### src/rtl/mem_stage.sv
// +--------------------------------------------------------------------------+
// | mem_stage: RISC-V MEM pipeline stage - dmem handshake, load align/extend |
// | Rev 1.0                                                                  |
// +--------------------------------------------------------------------------+
`default_nettype none

package mem_stage_pkg;
  typedef struct packed {
    logic       is_load;
    logic       is_store;
    logic       is_ecall;
    logic [4:0] rd;
    logic       en_rd;
    logic [2:0] funct3;
  } decoded_inst_t;
endpackage

module mem_stage
  import mem_stage_pkg::*;
(
  input  logic          clk,
  input  logic          reset,
  input  decoded_inst_t in_inst,
  input  logic          in_is_bubble,
  input  logic [63:0]   in_alu_result,
  input  logic [63:0]   in_store_data,
  input  logic          wb_stall,
  output logic          dmem_req,
  output logic [63:0]   dmem_addr,
  output logic          dmem_we,
  output logic [63:0]   dmem_wdata,
  output logic [7:0]    dmem_wstrb,
  input  logic          dmem_gnt,
  input  logic          dmem_rvalid,
  input  logic [63:0]   dmem_rdata,
  output logic          mem_stall,
  output logic          misaligned,
  output decoded_inst_t wb_inst,
  output logic          wb_is_bubble,
  output logic [63:0]   wb_alu_result,
  output logic [63:0]   wb_mem_result
);

  typedef enum logic [1:0] {S_IDLE, S_REQ, S_WAIT, S_HOLD} state_t;

  state_t        state_q, state_d;
  logic [63:0]   hold_q;
  logic          misaligned_q;
  decoded_inst_t wb_inst_q, wb_inst_d;
  logic          wb_bub_q, wb_bub_d;
  logic [63:0]   wb_alu_q, wb_alu_d;
  logic [63:0]   wb_mem_q, wb_mem_d;

  logic [2:0]  offset;
  logic [1:0]  size;
  logic        memop;
  logic        aligned;
  logic        completing;
  logic        capture;
  logic        sgn;
  logic [63:0] load_src;
  logic [63:0] lane;
  logic [63:0] ext;
  logic [7:0]  bmask;

  assign offset  = in_alu_result[2:0];
  assign size    = in_inst.funct3[1:0];
  assign sgn     = ~in_inst.funct3[2];
  assign memop   = !in_is_bubble && (in_inst.is_load || in_inst.is_store);

  always_comb begin
    aligned = 1'b1;
    bmask   = 8'h01;
    unique case (size)
      2'd0: begin aligned = 1'b1;               bmask = 8'h01; end
      2'd1: begin aligned = (offset[0] == 1'b0);   bmask = 8'h03; end
      2'd2: begin aligned = (offset[1:0] == 2'b00); bmask = 8'h0F; end
      2'd3: begin aligned = (offset == 3'b000);    bmask = 8'hFF; end
      default: ;
    endcase
  end

  assign dmem_addr  = {in_alu_result[63:3], 3'b000};
  assign dmem_we    = in_inst.is_store;
  assign dmem_wdata = in_store_data << {offset, 3'b000};
  assign dmem_wstrb = bmask << offset;

  // A response parked in HOLD is replayed from the hold register.
  assign load_src = (state_q == S_HOLD) ? hold_q : dmem_rdata;
  assign lane     = load_src >> {offset, 3'b000};

  always_comb begin
    ext = lane;
    unique case (size)
      2'd0: ext = {{56{sgn & lane[7]}},  lane[7:0]};
      2'd1: ext = {{48{sgn & lane[15]}}, lane[15:0]};
      2'd2: ext = {{32{sgn & lane[31]}}, lane[31:0]};
      2'd3: ext = lane;
      default: ;
    endcase
  end

  always_comb begin
    state_d    = state_q;
    dmem_req   = 1'b0;
    completing = 1'b0;
    capture    = 1'b0;
    unique case (state_q)
      S_IDLE: if (memop && aligned && !wb_stall) begin
        dmem_req = 1'b1;
        state_d  = dmem_gnt ? S_WAIT : S_REQ;
      end
      S_REQ: begin
        dmem_req = 1'b1;
        if (dmem_gnt) state_d = S_WAIT;
      end
      S_WAIT: if (dmem_rvalid) begin
        if (!wb_stall) begin
          completing = 1'b1;
          state_d    = S_IDLE;
        end else begin
          capture = 1'b1;
          state_d = S_HOLD;
        end
      end
      S_HOLD: if (!wb_stall) begin
        completing = 1'b1;
        state_d    = S_IDLE;
      end
      default: state_d = S_IDLE;
    endcase
  end

  assign mem_stall = wb_stall || (memop && aligned && !completing);

  always_comb begin
    wb_inst_d = wb_inst_q;
    wb_bub_d  = wb_bub_q;
    wb_alu_d  = wb_alu_q;
    wb_mem_d  = wb_mem_q;
    if (!wb_stall) begin
      wb_inst_d = in_inst;
      wb_alu_d  = in_alu_result;
      wb_mem_d  = 64'h0;
      if (completing) begin
        wb_bub_d = 1'b0;
        wb_mem_d = in_inst.is_store ? 64'h0 : ext;
      end else if (memop) begin
        wb_bub_d = 1'b1;
      end else begin
        wb_bub_d = in_is_bubble;
      end
    end
  end

  always_ff @(posedge clk or posedge reset) begin
    if (reset) begin
      state_q      <= S_IDLE;
      hold_q       <= 64'h0;
      misaligned_q <= 1'b0;
      wb_inst_q    <= '0;
      wb_bub_q     <= 1'b1;
      wb_alu_q     <= 64'h0;
      wb_mem_q     <= 64'h0;
    end else begin
      state_q      <= state_d;
      if (capture) hold_q <= dmem_rdata;
      misaligned_q <= misaligned_q | (memop && !aligned);
      wb_inst_q    <= wb_inst_d;
      wb_bub_q     <= wb_bub_d;
      wb_alu_q     <= wb_alu_d;
      wb_mem_q     <= wb_mem_d;
    end
  end

  assign misaligned    = misaligned_q;
  assign wb_inst       = wb_inst_q;
  assign wb_is_bubble  = wb_bub_q;
  assign wb_alu_result = wb_alu_q;
  assign wb_mem_result = wb_mem_q;

endmodule

`default_nettype wire

### config.mk
export PLATFORM = sky130hd
export DESIGN_NAME = mem_stage
export DESIGN_NICKNAME = d
export VERILOG_FILES = /design/src/rtl/mem_stage.sv
export SDC_FILE = /design/constraint.sdc
export NUM_CORES = 1
export LEC_CHECK = 0
export CORE_AREA = 2 2 191 193
export DETAILED_ROUTE_END_ITERATION = 12
export DIE_AREA = 0 0 193 195
export DONT_BUFFER_PORTS = 1
export HOLD_SLACK_MARGIN = 0.03
export PLACE_DENSITY = 0.55
export RECOVER_POWER = 100
export SLEW_MARGIN = 10
export SYNTH_ARGS = -nofsm -noshare
export SYNTH_HDL_FRONTEND = slang
export SYNTH_SLANG_ARGS = --single-unit
### constraint.sdc
create_clock -name clk -period 7.3 [get_ports clk]
set_input_delay 0.73 -clock clk [delete_from_list [all_inputs] [get_ports clk]]
set_output_delay 0.73 -clock clk [all_outputs]
set_load 0.03 [all_outputs]
==> results.txt <==
Fraction of layout cells with a size suffix above 1: 0.2218. Leaving out filler cells and counting taps, the final layout contains 1656. Data on the critical path arrives at its endpoint at 5260 ps. Counting along the longest clock path gives a buffer depth of 3. From bottom edge to top edge, the die measures 195 um. The top cell types in the final layout, fill and taps aside, are sky130_fd_sc_hd__dfrtp_1, sky130_fd_sc_hd__mux2_2, sky130_fd_sc_hd__nand2_1.

The tools report the buffer cell driving the clock tree root as sky130_fd_sc_hd__clkbuf_16. VDD sags by at most 252.9 uV. The net count of the finished layout is 1387. For the fmax, the log shows 0.2080 GHz.

The area growth from synthesis to layout is 3.311%. The critical path is of the reg -> reg type. Summed over all layers, the routed wires come to 47450 um.

Class of the tightest hold or removal check: in -> async. The worst setup path is captured at a flop. The measured slew at the worst slew-check pin works out to 3752 ps.

The full die area was 37640 um^2. The number of global-route vias before repair was 10099; the number of enable-type register cells in the synthesized netlist was 0. For the final count of negative-setup-slack endpoints, the log shows 0. Sorting the synthesized cells by area gives the leading types as sky130_fd_sc_hd__dfrtp_1, sky130_fd_sc_hd__mux2_2, sky130_fd_sc_hd__mux4_2.

The run gives 0.8961 as the placer congestion estimate. For the share of the yosys chip area belonging to registers, the log shows 0.3827. TritonCTS built the clock tree. The final reports fail on capacitance limit, slew limit. 0 antenna diodes ended up in the layout. The tools report the setup TNS as 0 ps. After detailed routing, the average wire length per cell comes to 28.65 um. During I/O placement, the number of pins put on the boundary was 491. The utilization after layout was 0.3971; the count of port buffers added during placement was 0. In this run the standard cell core region covers 35400 um^2. Synthesis produced a netlist whose cell count is 1322. The tools report the H-tree level count as 1. Setup repair after global routing left no endpoint under its margin. After detailed routing, the number of remaining DRC violations is 0. The post-synthesis instance area is 13600 um^2. The share of the synthesized area in the top cell type works out to 0.3808.

For this run, the detailed router's first-pass iteration total came to 5. The number of sinks on the clock net is 208. Entering global routing, the biggest net connects 172 pins. The global-route usage over all layers is 0.2428. The leakage power of the design was 5.733 nW. Detailed placement ended at an HPWL of 34390 um. Number of buffers inserted during clock tree synthesis: 25. For the required time at the endpoint of the critical path, the log shows 7750 ps.

Between clock sinks in the finished design, the worst skew comes to 14.62 ps. Leaving out fill and tap cells, the most frequent cell in the layout is sky130_fd_sc_hd__dfrtp_1. Summing over every cut layer, the via total after detailed routing is 10382. The run finished, with violations left. After clock tree synthesis, the clock-pin slew on the worst setup and hold paths is 70 ps. Relative max-transition margin: -1.501. The run gives 0 as the remaining number of nets flagged by the antenna check after routing.

The share of flip-flops with an asynchronous set or reset was 1.000. The final worst-path cycle share is 0.6585, and the number of endpoints with negative hold slack in the final report is 0. After clock tree synthesis, the repair step resized 0 gates. In this run the worst path has a maximum fanout of 52. The first global-routing pass estimated 68580 um of wire. The detailed router finished its first iteration with 817 violations.

The tools report the standard-cell row count as 69. The kind of launch point of the worst setup path was a flop. The cell accounting for the most synthesized area was sky130_fd_sc_hd__dfrtp_1. Buffers added to address setup during post-CTS repair amount to 0.

The number of antenna violations at the first check in global routing is 5, and the total of warnings raised by yosys is 0. The shortest clock period the worst path allows after layout was 4807 ps; the power density over the cells was 282.4 nW/um^2. The run gives 196 as the number of pins exceeding their max-slew limit in the final report. Counting distinct cell types in the post-synthesis netlist gives 60.

For the latest clock arrival within the worst-skew pair, the log shows 560 ps. The top flip-flop cell by instance count after synthesis was sky130_fd_sc_hd__dfrtp_1. After clock tree synthesis, the flow added hold-fix buffers numbering 0. Counting tap cells, the placed design contains a total of 1611 instances.

The tools report the effective utilization at floorplan as 0.3843. The width of the die is 193 um, and the overflow left after global routing is 0. The number of max-cap violations was 4; the number of synthesized register bits was 208. Each instance of the synthesized netlist takes up on average 10.29 um^2. The average via count per standard cell came out at 6.269.
[critical path: stages (launching register included)]
cell,delay (ps)
sky130_fd_sc_hd__dfrtp_1,610
sky130_fd_sc_hd__nand2_1,1400
sky130_fd_sc_hd__buf_4,820
sky130_fd_sc_hd__a211oi_1,170
sky130_fd_sc_hd__o41ai_1,700
sky130_fd_sc_hd__nand3_1,280
sky130_fd_sc_hd__buf_4,360
sky130_fd_sc_hd__a32oi_1,260
[flip-flops by register name, summed over array words and instances (netlist names)]
signal         count
state_q            2
wb_inst           12
wb_alu_result     64
hold_q            64
wb_is_bubble       1
wb_mem_result     64
misaligned         1
[final timing paths]
path                       cells past startpoint  slack [ps]        from                 to
max                                            7        2490  state_q[1]  wb_mem_result[34]
min                                            1         260       reset  wb_alu_result[53]
max reg2reg                                    7        2490  state_q[1]  wb_mem_result[34]
min reg2reg                                    1         500  hold_q[16]         hold_q[16]
max in group asynchronous                      2        2960       reset         hold_q[16]
min in group clk                               1         280    dmem_gnt         state_q[0]
[layout make-up]
class	instances	area [um^2]
fill	3499	21340
multi-input combinational	925	7356
clock buffer	34	699.4
clock inverter	11	122.6
tap	461	576.8
inverter	6	30.03
sequential	208	5206
timing repair buffer	11	63.81
[per-stage QoR]
step / hold WS, ps / total power, mW / cell area [um^2] / setup slack, ps
3_5_place_dp: 490.9 / 2.716 / 13270 / 3555
6_report: 255.4 / 3.970 / 14050 / 2493
3_3_place_gp: 488.8 / 2.689 / 13270 / 3735
5_1_grt: 285.3 / 4.161 / 14050 / 2072
2_1_floorplan: 470.6 / 2.590 / 13610 / 890.8
4_1_cts: 259.0 / 3.993 / 14090 / 3567
[cells in the mapped netlist (2+ instances only)]
master                       n
sky130_fd_sc_hd__dfrtp_1   207
sky130_fd_sc_hd__mux2_2    167
sky130_fd_sc_hd__nand2_1   149
sky130_fd_sc_hd__nor2_1     86
sky130_fd_sc_hd__mux2i_1    83
sky130_fd_sc_hd__buf_4      67
sky130_fd_sc_hd__a21oi_1    66
sky130_fd_sc_hd__clkbuf_1   64
sky130_fd_sc_hd__mux4_2     47
sky130_fd_sc_hd__a32oi_1    46
sky130_fd_sc_hd__buf_2      41
sky130_fd_sc_hd__a211oi_1   34
sky130_fd_sc_hd__o21ai_0    30
sky130_fd_sc_hd__a21boi_0   24
sky130_fd_sc_hd__a31oi_1    20
sky130_fd_sc_hd__and3_1     19
sky130_fd_sc_hd__o22ai_1    18
sky130_fd_sc_hd__nand3_1    15
sky130_fd_sc_hd__a22oi_1    11
sky130_fd_sc_hd__nor2b_1    11
sky130_fd_sc_hd__a22o_1      9
sky130_fd_sc_hd__a21o_1      8
sky130_fd_sc_hd__a221oi_1    8
sky130_fd_sc_hd__buf_1       8
sky130_fd_sc_hd__o31ai_1     8
sky130_fd_sc_hd__a32o_1      7
sky130_fd_sc_hd__o21a_1      7
sky130_fd_sc_hd__or4_1       7
sky130_fd_sc_hd__nand3b_1    6
sky130_fd_sc_hd__buf_6       4
sky130_fd_sc_hd__inv_1       4
sky130_fd_sc_hd__nand2b_1    4
sky130_fd_sc_hd__nor3_1      4
sky130_fd_sc_hd__or2_2       3
sky130_fd_sc_hd__and2_1      2
sky130_fd_sc_hd__inv_2       2
sky130_fd_sc_hd__o211ai_1    2
sky130_fd_sc_hd__o21bai_1    2
[report_power, final]
part,internal [mW],switching [mW]
clock,0.743,0.520
combinational,0.479,0.450
sequential,1.40,0.374
[cell families (layout without fill, tap and decap cells)]
| kind of cell | count (synthesis) | count (layout) | share of synthesized area |
|---|---|---|---|
| AOI/OAI and AO/OA | 313 | 313 | 0.1616 |
| other | 1 | 3 | 0.0002756 |
| muxes | 297 | 297 | 0.2771 |
| and+or+nand+nor | 312 | 312 | 0.1011 |
| DFF | 208 | 208 | 0.3827 |
| buffers and inverters | 191 | 62 | 0.07725 |
[routing by layer]
layer  share of wire  global-route usage
met1            0.38              0.2972
met3            0.10             0.08519
met4           0.037             0.08586
met2            0.48              0.3947
met5               0                   0
Power figures use the tool's default switching activity.
